==> src/rtl/div_issue_ctrl.sv <==
// Issue sequencer for the shared multi-cycle divider: holds operands across a run,
// drains the divider on flush (it cannot abort) and buffers the selected result.
module div_issue_ctrl (
    input  logic        clk,
    input  logic        resetn,
    input  logic        req_valid,
    output logic        req_ready,
    input  logic [1:0]  req_op,
    input  logic [31:0] req_src1,
    input  logic [31:0] req_src2,
    input  logic [4:0]  req_tag,
    input  logic        flush,
    output logic        rsp_valid,
    input  logic        rsp_ready,
    output logic [31:0] rsp_data,
    output logic [4:0]  rsp_tag,
    output logic        busy,
    output logic        div_en,
    output logic        div_signed,
    output logic [31:0] div_num,
    output logic [31:0] div_den,
    input  logic [63:0] div_result,
    input  logic        div_complete,
    output logic [1:0]  dbg_state
);

    localparam logic [1:0] ST_IDLE  = 2'd0;
    localparam logic [1:0] ST_RUN   = 2'd1;
    localparam logic [1:0] ST_DRAIN = 2'd2;
    localparam logic [1:0] ST_HOLD  = 2'd3;

    // Handshakes: a request transfers on a cycle where req_valid & req_ready are both
    // high; a response transfers on a cycle where rsp_valid & rsp_ready are both high.

    logic [1:0]  r_state;
    logic [1:0]  w_next;
    logic        r_is_mod;
    logic        r_signed;
    logic [31:0] r_num;
    logic [31:0] r_den;
    logic [4:0]  r_tag;
    logic [31:0] r_rsp_data;
    logic [4:0]  r_rsp_tag;
    logic        w_accept;
    logic        w_capture;

    assign w_accept  = req_valid & req_ready;
    assign w_capture = (r_state == ST_RUN) & div_complete & ~flush;

    always_comb begin
        w_next = r_state;
        case (r_state)
            ST_IDLE:  if (w_accept) w_next = ST_RUN;
            ST_RUN: begin
                if (div_complete)
                    w_next = flush ? ST_IDLE : ST_HOLD;
                else if (flush)
                    w_next = ST_DRAIN;
            end
            ST_DRAIN: if (div_complete) w_next = ST_IDLE;
            ST_HOLD:  if (rsp_ready | flush) w_next = ST_IDLE;
            default:  w_next = ST_IDLE;
        endcase
    end

    always_ff @(posedge clk or negedge resetn) begin
        if (!resetn)
            r_state <= ST_IDLE;
        else
            r_state <= w_next;
    end

    // Operands only load in IDLE, so they cannot move while the divider is enabled.
    always_ff @(posedge clk or negedge resetn) begin
        if (!resetn) begin
            r_is_mod <= 1'b0;
            r_signed <= 1'b0;
            r_num    <= 32'd0;
            r_den    <= 32'd0;
            r_tag    <= 5'd0;
        end else if (w_accept) begin
            r_is_mod <= req_op[1];
            r_signed <= ~req_op[0];
            r_num    <= req_src1;
            r_den    <= req_src2;
            r_tag    <= req_tag;
        end
    end

    always_ff @(posedge clk or negedge resetn) begin
        if (!resetn) begin
            r_rsp_data <= 32'd0;
            r_rsp_tag  <= 5'd0;
        end else if (w_capture) begin
            r_rsp_data <= r_is_mod ? div_result[31:0] : div_result[63:32];
            r_rsp_tag  <= r_tag;
        end
    end

    assign req_ready  = (r_state == ST_IDLE) & ~flush;
    assign div_en     = (r_state == ST_RUN) | (r_state == ST_DRAIN);
    assign rsp_valid  = (r_state == ST_HOLD);
    assign busy       = (r_state != ST_IDLE);
    assign div_signed = r_signed;
    assign div_num    = r_num;
    assign div_den    = r_den;
    assign rsp_data   = r_rsp_data;
    assign rsp_tag    = r_rsp_tag;
    assign dbg_state  = r_state;

endmodule

==> config.mk <==
export PLATFORM = sky130hd
export DESIGN_NAME = div_issue_ctrl
export DESIGN_NICKNAME = d
export VERILOG_FILES = /design/src/rtl/div_issue_ctrl.sv
export SDC_FILE = /design/constraint.sdc
export NUM_CORES = 1
export LEC_CHECK = 0
export BUFFER_PORTS_ARGS = -buffer_cell sky130_fd_sc_hd__buf_2
export CELL_PAD_IN_SITES_DETAIL_PLACEMENT = 0
export CELL_PAD_IN_SITES_GLOBAL_PLACEMENT = 1
export CORE_MARGIN = 10
export CORE_UTILIZATION = 36
export CTS_CLUSTER_DIAMETER = 60
export DETAILED_ROUTE_END_ITERATION = 12
export PLACE_DENSITY_LB_ADDON = 0.1
export SLEW_MARGIN = 25
export SYNTH_ARGS = -nofsm -noshare
export SYNTH_HDL_FRONTEND = slang
export SYNTH_SLANG_ARGS = --single-unit
==> constraint.sdc <==
create_clock -name clk -period 3.2 [get_ports clk]
set_input_delay 0.16 -clock clk [delete_from_list [all_inputs] [get_ports clk]]
set_output_delay 0.16 -clock clk [all_outputs]
set_load 0.02 [all_outputs]
==> out/qor.txt, run 1 <==
status = completed
Hold/Removal Path Class = primary input to register
dpl cell area = 0.00586 mm^2
CP Launch Type = register
Top delay family on crit path = simple AND/OR/NAND/NOR gates
placed insts = 721
Layout fillers = 1102
sequence of cells on the critical path = inv_1 -> ha_1 -> nor2b_2 -> nand2_4 -> mux2_2
slowest stage delay, CP = 0.65 ns
fin cells = 738
top-count cell post-synth = dfrtp_1
first-pass GRT wire length = 19.9 mm
Buffers & Inverters on Critical Path = 1
crit path time final = 2.14 ns
pin count of the biggest net entering global routing = 73
initial antenna violation count = 1
Core Region = 0.0121 mm^2
post-CTS sizing = 0
RSZ-0062 raised after global routing = false
H-tree depth = 3
max cap viols = 0
Multi-input gate area = 0.00160 mm^2
WS Path Type = register to register
routed wire length = 12.7 mm
Setup TNS = 0 ns
routed vias/inst = 4.50
Post-CTS Setup Bufs = 0
Post-synth EDFFs = 0
Worst Path Max Fanout = 72
relative slew slack = 0.366
DR WL/cell = 17.2 um
die height = 131 um
share of cells above drive strength 1 = 0.589
#FFs+latches synth = 110
final setup vio count = 0
LEAKAGE = 3.23 nW
Netlist cell types = 19
Main synth FF type = dfrtp_1
Pwr Density = 1040 mW/mm^2
drt first pass iters = 4
Post-Syn Nets = 466
FP Rows = 40
hpwl dp = 10.1 mm
critical path required time = 3.42 ns
ys async rst share = 1.00
final hold violations = 0
gr usage total = 0.144
overflow left after global routing = 0
synthesized area = 0.00445 mm^2
vias in the first global route = 3732
Nets = 710
clk_skew = 0.00500 ns
synth cell count leaders = dfrtp_1, mux2_2, mux2i_1, nand2_1, o21ai_0
largest cells by area after synthesis = dfrtp_1, mux2_2, mux2i_1, o21ai_0, nand2_1
remaining antenna violation count after routing = 0
GP Congestion = 0.735
Area Overhead vs Synth = 38.4%
Period Utilization, post-route = 0.668
peak supply drop = 463 uV
CTS max path bufs = 2
chip width = 131 um
total CTS buffers = 9
vias post-DR = 3322
clk slew on worst S/H paths = 0.07 ns
Worst-Margin Slew = 0.951 ns
synth warn = 0
Synth top area share = 0.619
clk sinks = 110
Max Clk Rate = 468 MHz
CP Capture Type = register
1st-iter DRT viols = 94
final number of max-transition violations = 0
Initial Utilization = 0.369
post-synth top area cell = dfrtp_1
register area share after synthesis = 0.619
Root Driver = clkbuf_16
syn_area_per_cell = 13.9 um^2
# IOs = 249
Worst EP arrival = 2.36 ns
post-synthesis instance total = 321
die area = 0.0172 mm^2
# port buffers = 248
fin area = 0.00615 mm^2
slowest cell on the critical path = nand2_4
Storage cell area = 0.00275 mm^2
CTS tree = yes
Clk Latency, worst-skew pair = 0.34 ns
DRC = 0
==> cell type report <==
type	count	share of cell area
antenna	1	0.000407
tap	168	0.0342
inverter	6	0.00366
clock buffer	14	0.0413
sequential	110	0.447
multi-input combinational	187	0.260
clock inverter	1	0.00488
timing repair buffer	251	0.208
==> report_power, final <==
part | internal, mW | switching [mW]
logic | 1.17 | 1.66
registers | 2.07 | 0.406
clock network | 0.626 | 0.458
total | 3.87 | 2.52
==> final timing paths <==
path / from / to / slack (ns) / cells past startpoint
min: req_op[0] / div_signed / 0.02 / 2
min in group asynchronous: resetn / rsp_data[18] / 0.40 / 2
max: dbg_state[0] / div_num[19] / 1.06 / 5
max reg2reg: dbg_state[0] / div_num[19] / 1.06 / 5
min reg2reg: rsp_data[4] / rsp_data[4] / 0.47 / 2
max in group asynchronous: resetn / r_is_mod / 2.02 / 3
==> per-stage QoR <==
step,setup WS [ns],total power [mW],util,hold slack [ns]
6_report,1.06,6.39,0.510,0.0240
5_1_grt,0.934,6.82,0.510,0.0219
4_1_cts,1.05,6.51,0.510,0.0118
3_5_place_dp,1.06,5.40,0.486,0.242
3_3_place_gp,1.11,5.33,0.486,0.239
2_1_floorplan,1.40,4.28,-,-0.136
==> cells by family after synthesis <==
kind of cell             Yosys count  share of synthesized area
flip-flops                       110                      0.619
multiplexers                     109                      0.267
AO/OA/AOI/OAI                     38                     0.0473
AND/OR/NAND/NOR                   36                     0.0323
buffers and inverters             24                     0.0236
adder cells (fa/ha/maj)            4                     0.0113
==> metal layers <==
metal  track usage  wire, um  vias to the layer above  part of all wire
met2         0.245      6230                      141              0.49
met5             0         0                        -                 0
li1              -         -                     1592                 -
met1         0.156      4980                     1572              0.39
met4        0.0525       239                        0             0.019
met3        0.0617      1230                       17             0.097
==> registers in the layout (all words and copies together), names as in the netlist <==
signal	flops
div_den	32
div_num	32
rsp_data	32
r_tag	5
rsp_tag	5
dbg_state	2
div_signed	1
r_is_mod	1
==> repair_timing <==
item,4_1_cts,5_1_grt
hold buffers,1,0
setup endpoints to repair,0,0
endpoints found under the hold margin,53,0
==> cell usage in the layout, fill, tap and decap left out, drive strengths merged <==
| cell | instances |
|---|---|
| buf | 250 |
| dfrtp | 110 |
| mux2 | 76 |
| nand2 | 34 |
| mux2i | 33 |
| o21ai | 33 |
| clkbuf | 14 |
| inv | 6 |
| ha | 4 |
| diode | 1 |
| nor2b | 1 |
| nand3 | 1 |
| o31a | 1 |
| a22o | 1 |
| a21oi | 1 |
| a221oi | 1 |
| a21boi | 1 |
| bufinv | 1 |
| dlygate4sd3 | 1 |
Power figures use the tool's default switching activity.
==> inputs of run 2 (changes only) <==
ABC_AREA = 1   (was default)
CORE_UTILIZATION = 29   (was 36)
clock period = 1.8 ns   (was 3.2 ns; I/O delays follow)
==> run 2 against run 1 <==
Net effect:
- total power is 83% higher
- highest routed layer unchanged
- cell area is 19% higher
- sequential cell count stayed put
- first-iteration DRC count is 100% higher
- synthesized area is 7.0% higher
- clock skew is 0.0035 ns higher
- global-route usage is 0.14 points higher
- core utilization is 5.1 points lower
- sequential share of layout area is 7.3 points lower
- via count is 41% higher
- hold slack better by 0.0022 ns
- critical path type unchanged
==> out/qor.txt, run 2 <==
commonest non-fill, non-tap cell in the layout = buf_2
WS Path Type = register to register
Post-Syn Nets = 705 (+51%)
hpwl dp = 11.9 mm (+18%)
# IOs = 249 (unchanged)
CTS tree = yes
Place WS = 0.346 ns (-0.709 ns)
Hold/Removal Path Class = primary input to register
top-count cell post-synth = nand2_1
Root Driver = clkbuf_16
Pwr Density = 1590 mW/mm^2 (+54%)
DR WL/cell = 15.2 um (-11%)
GP Congestion = 0.772 (+5.0%)
sw frac = 0.430 (+0.0354)
Worst Path Max Fanout = 32 (-56%)
1st-iter DRT viols = 189 (+100%)
drt first pass iters = 4 (unchanged)
Reg power frac = 0.360 (-0.028)
most frequent cells in the layout = buf_2, nand2_1, dfrtp_1
routed vias/inst = 4.30 (-4.6%)
Core Region = 0.0160 mm^2 (+33%)
crit path time final = 1.63 ns (-0.505 ns)
status = completed
max cap viols = 0 (unchanged)
initial antenna violation count = 1 (unchanged)
final setup vio count = 0 (unchanged)
clk slew on worst S/H paths = 0.07 ns (about the same)
overflow left after global routing = 0 (unchanged)
clk sinks = 110 (unchanged)
total CTS buffers = 9 (unchanged)
gr usage total = 0.145 (+0.00140)
final worst slack = 0.166 ns (-0.895 ns)
final hold violations = 0 (unchanged)
post-synth top area cell = dfrtp_1
post-synthesis instance total = 560 (+74%)
Layout fillers = 1653 (+50%)
clk_skew = 0.00845 ns (+0.00346 ns)
RSZ-0062 raised after global routing = false
Worst EP arrival = 1.86 ns (-0.50 ns)
remaining antenna violation count after routing = 0 (unchanged)
Main synth FF type = dfrtp_1
largest cells by area after synthesis = dfrtp_1, nand2_1, nand3_1, o21ai_0, inv_1
FP Rows = 46 (+15%)
synth cell count leaders = nand2_1, dfrtp_1, nand3_1
# port buffers = 248 (unchanged)
relative slew slack = 0.668 (+0.302)
H-tree depth = 3 (unchanged)
CP Launch Type = register
hold depth = 3 (+1)
die height = 148 um (+13%)
final number of max-transition violations = 0 (unchanged)
Max Clk Rate = 612 MHz (+31%)
HP Start = req_tag[3]
synth warn = 0 (unchanged)
syn_area_per_cell = 8.50 um^2 (-39%)
register area share after synthesis = 0.578 (-0.0407)
Worst R2R Setup Slack = 0.17 ns (-0.90 ns)
share of cells above drive strength 1 = 0.328 (-0.260)
CTS max path bufs = 2 (unchanged)
pin count of the biggest net entering global routing = 70 (-4.1%)
Worst setup startpoint = dbg_state[0]
Gate power share = 0.469 (+0.027)
die area = 0.0219 mm^2 (+28%)
sw power = 5.04 mW (+100%)
CP Capture Type = register
LEAKAGE = 4.11 nW (+27%)
critical path required time = 2.03 ns (-1.39 ns)
peak supply drop = 764 uV (+65%)
#FFs+latches synth = 110 (unchanged)
routed wire length = 16.6 mm (+31%)
Storage cell area = 0.00275 mm^2 (unchanged)
Post-synth EDFFs = 0 (unchanged)
Multi-input gate area = 0.00162 mm^2 (+1.1%)
ys async rst share = 1.00 (unchanged)
Clk Latency, worst-skew pair = 0.35 ns (about the same)
Netlist cell types = 17 (-2)
Worst-Margin Slew = 0.499 ns (-0.453 ns)
Initial Utilization = 0.298 (-0.0712)
Setup TNS = 0 ns (unchanged)
DRC = 0 (unchanged)
Synth top area share = 0.578 (-0.0407)
first-pass GRT wire length = 25.9 mm (+30%)
Area Overhead vs Synth = 54.3%
Internal Power = 6.67 mW (+73%)
synthesized area = 0.00476 mm^2 (+7.0%)
vias in the first global route = 4823 (+29%)
Nets = 1018 (+43%)
Register-to-Register Path Depth = 9 (+4)
chip width = 148 um (+13%)
r2r startpoint = dbg_state[0]
vias post-DR = 4700 (+41%)
final core occ = 0.459 (-0.0512)
Period Utilization, post-route = 0.908 (+0.239)
clock network power share = 0.171 (about the same)
run 2: path summary, 6_finish.rpt:
path,end
min,r_tag[3]
min in group asynchronous,rsp_data[13]
max,r_tag[0]
max in group asynchronous,div_den[5]
min reg2reg,div_num[9]
max reg2reg,r_tag[0]
run 2: timing repair:
item                       4_1_cts  5_1_grt
gates cloned                     1        1
hold buffers                    71        0
pin swaps                        0        1
hold endpoints to repair       100        0
setup buffers                    0        6
setup endpoints to repair        1        1
gates resized for setup          0        2
run 2: cell type report:
type / instances / area share
well taps: 216 / 0.0368
repair buffers: 339 / 0.305
clock buffers: 10 / 0.0325
flip-flops and latches: 110 / 0.375
diodes: 1 / 0.000341
clock inverters: 5 / 0.00818
inverters: 44 / 0.0225
multi-input cells: 369 / 0.220
run 2: cell families after synthesis:
logic type      count (synthesis)  share of synthesized area
flops                         110                      0.578
fa+ha+maj                       4                     0.0105
compound gates                 78                     0.0820
simple gates                  287                      0.245
buf+inv                        81                     0.0841
run 2: routing by layer:
layer,track usage,part of all wire
met5,0,0
met4,0.0580,0.023
met3,0.0464,0.077
met2,0.237,0.47
met1,0.174,0.43
run 2: power groups by stage:
stage / Combinational (mW) / Clock [mW] / Sequential [mW]
5_1_grt: 6.07 / 2.20 / 4.37
3_5_place_dp: 5.31 / 0 / 4.24
4_1_cts: 5.51 / 2.10 / 4.21
6_report: 5.49 / 2.00 / 4.21
3_3_place_gp: 5.25 / 0 / 4.23
2_1_floorplan: 1.86 / 0 / 5.59
run 2: critical path, cell delays in order, from the launching register on:
cell and delay [ns]:
dfrtp_2 0.44, inv_1 0.09, ha_1 0.15, inv_1 0.07
nor2_4 0.19, buf_4 0.14, nand2_2 0.08, buf_12 0.20
nor2_1 0.10, a21oi_1 0.04
run 2: through the flow:
stage	std cells	hold WS, ns	instance area (um^2)	total power [mW]
3_5_place_dp	999	0.0953	6230	9.55
2_1_floorplan	560	-0.206	4760	7.46
5_1_grt	1094	0.0377	7350	12.6
3_3_place_gp	999	0.0910	6230	9.48
4_1_cts	1086	0.0184	7270	11.8
6_report	1094	0.0262	7350	11.7
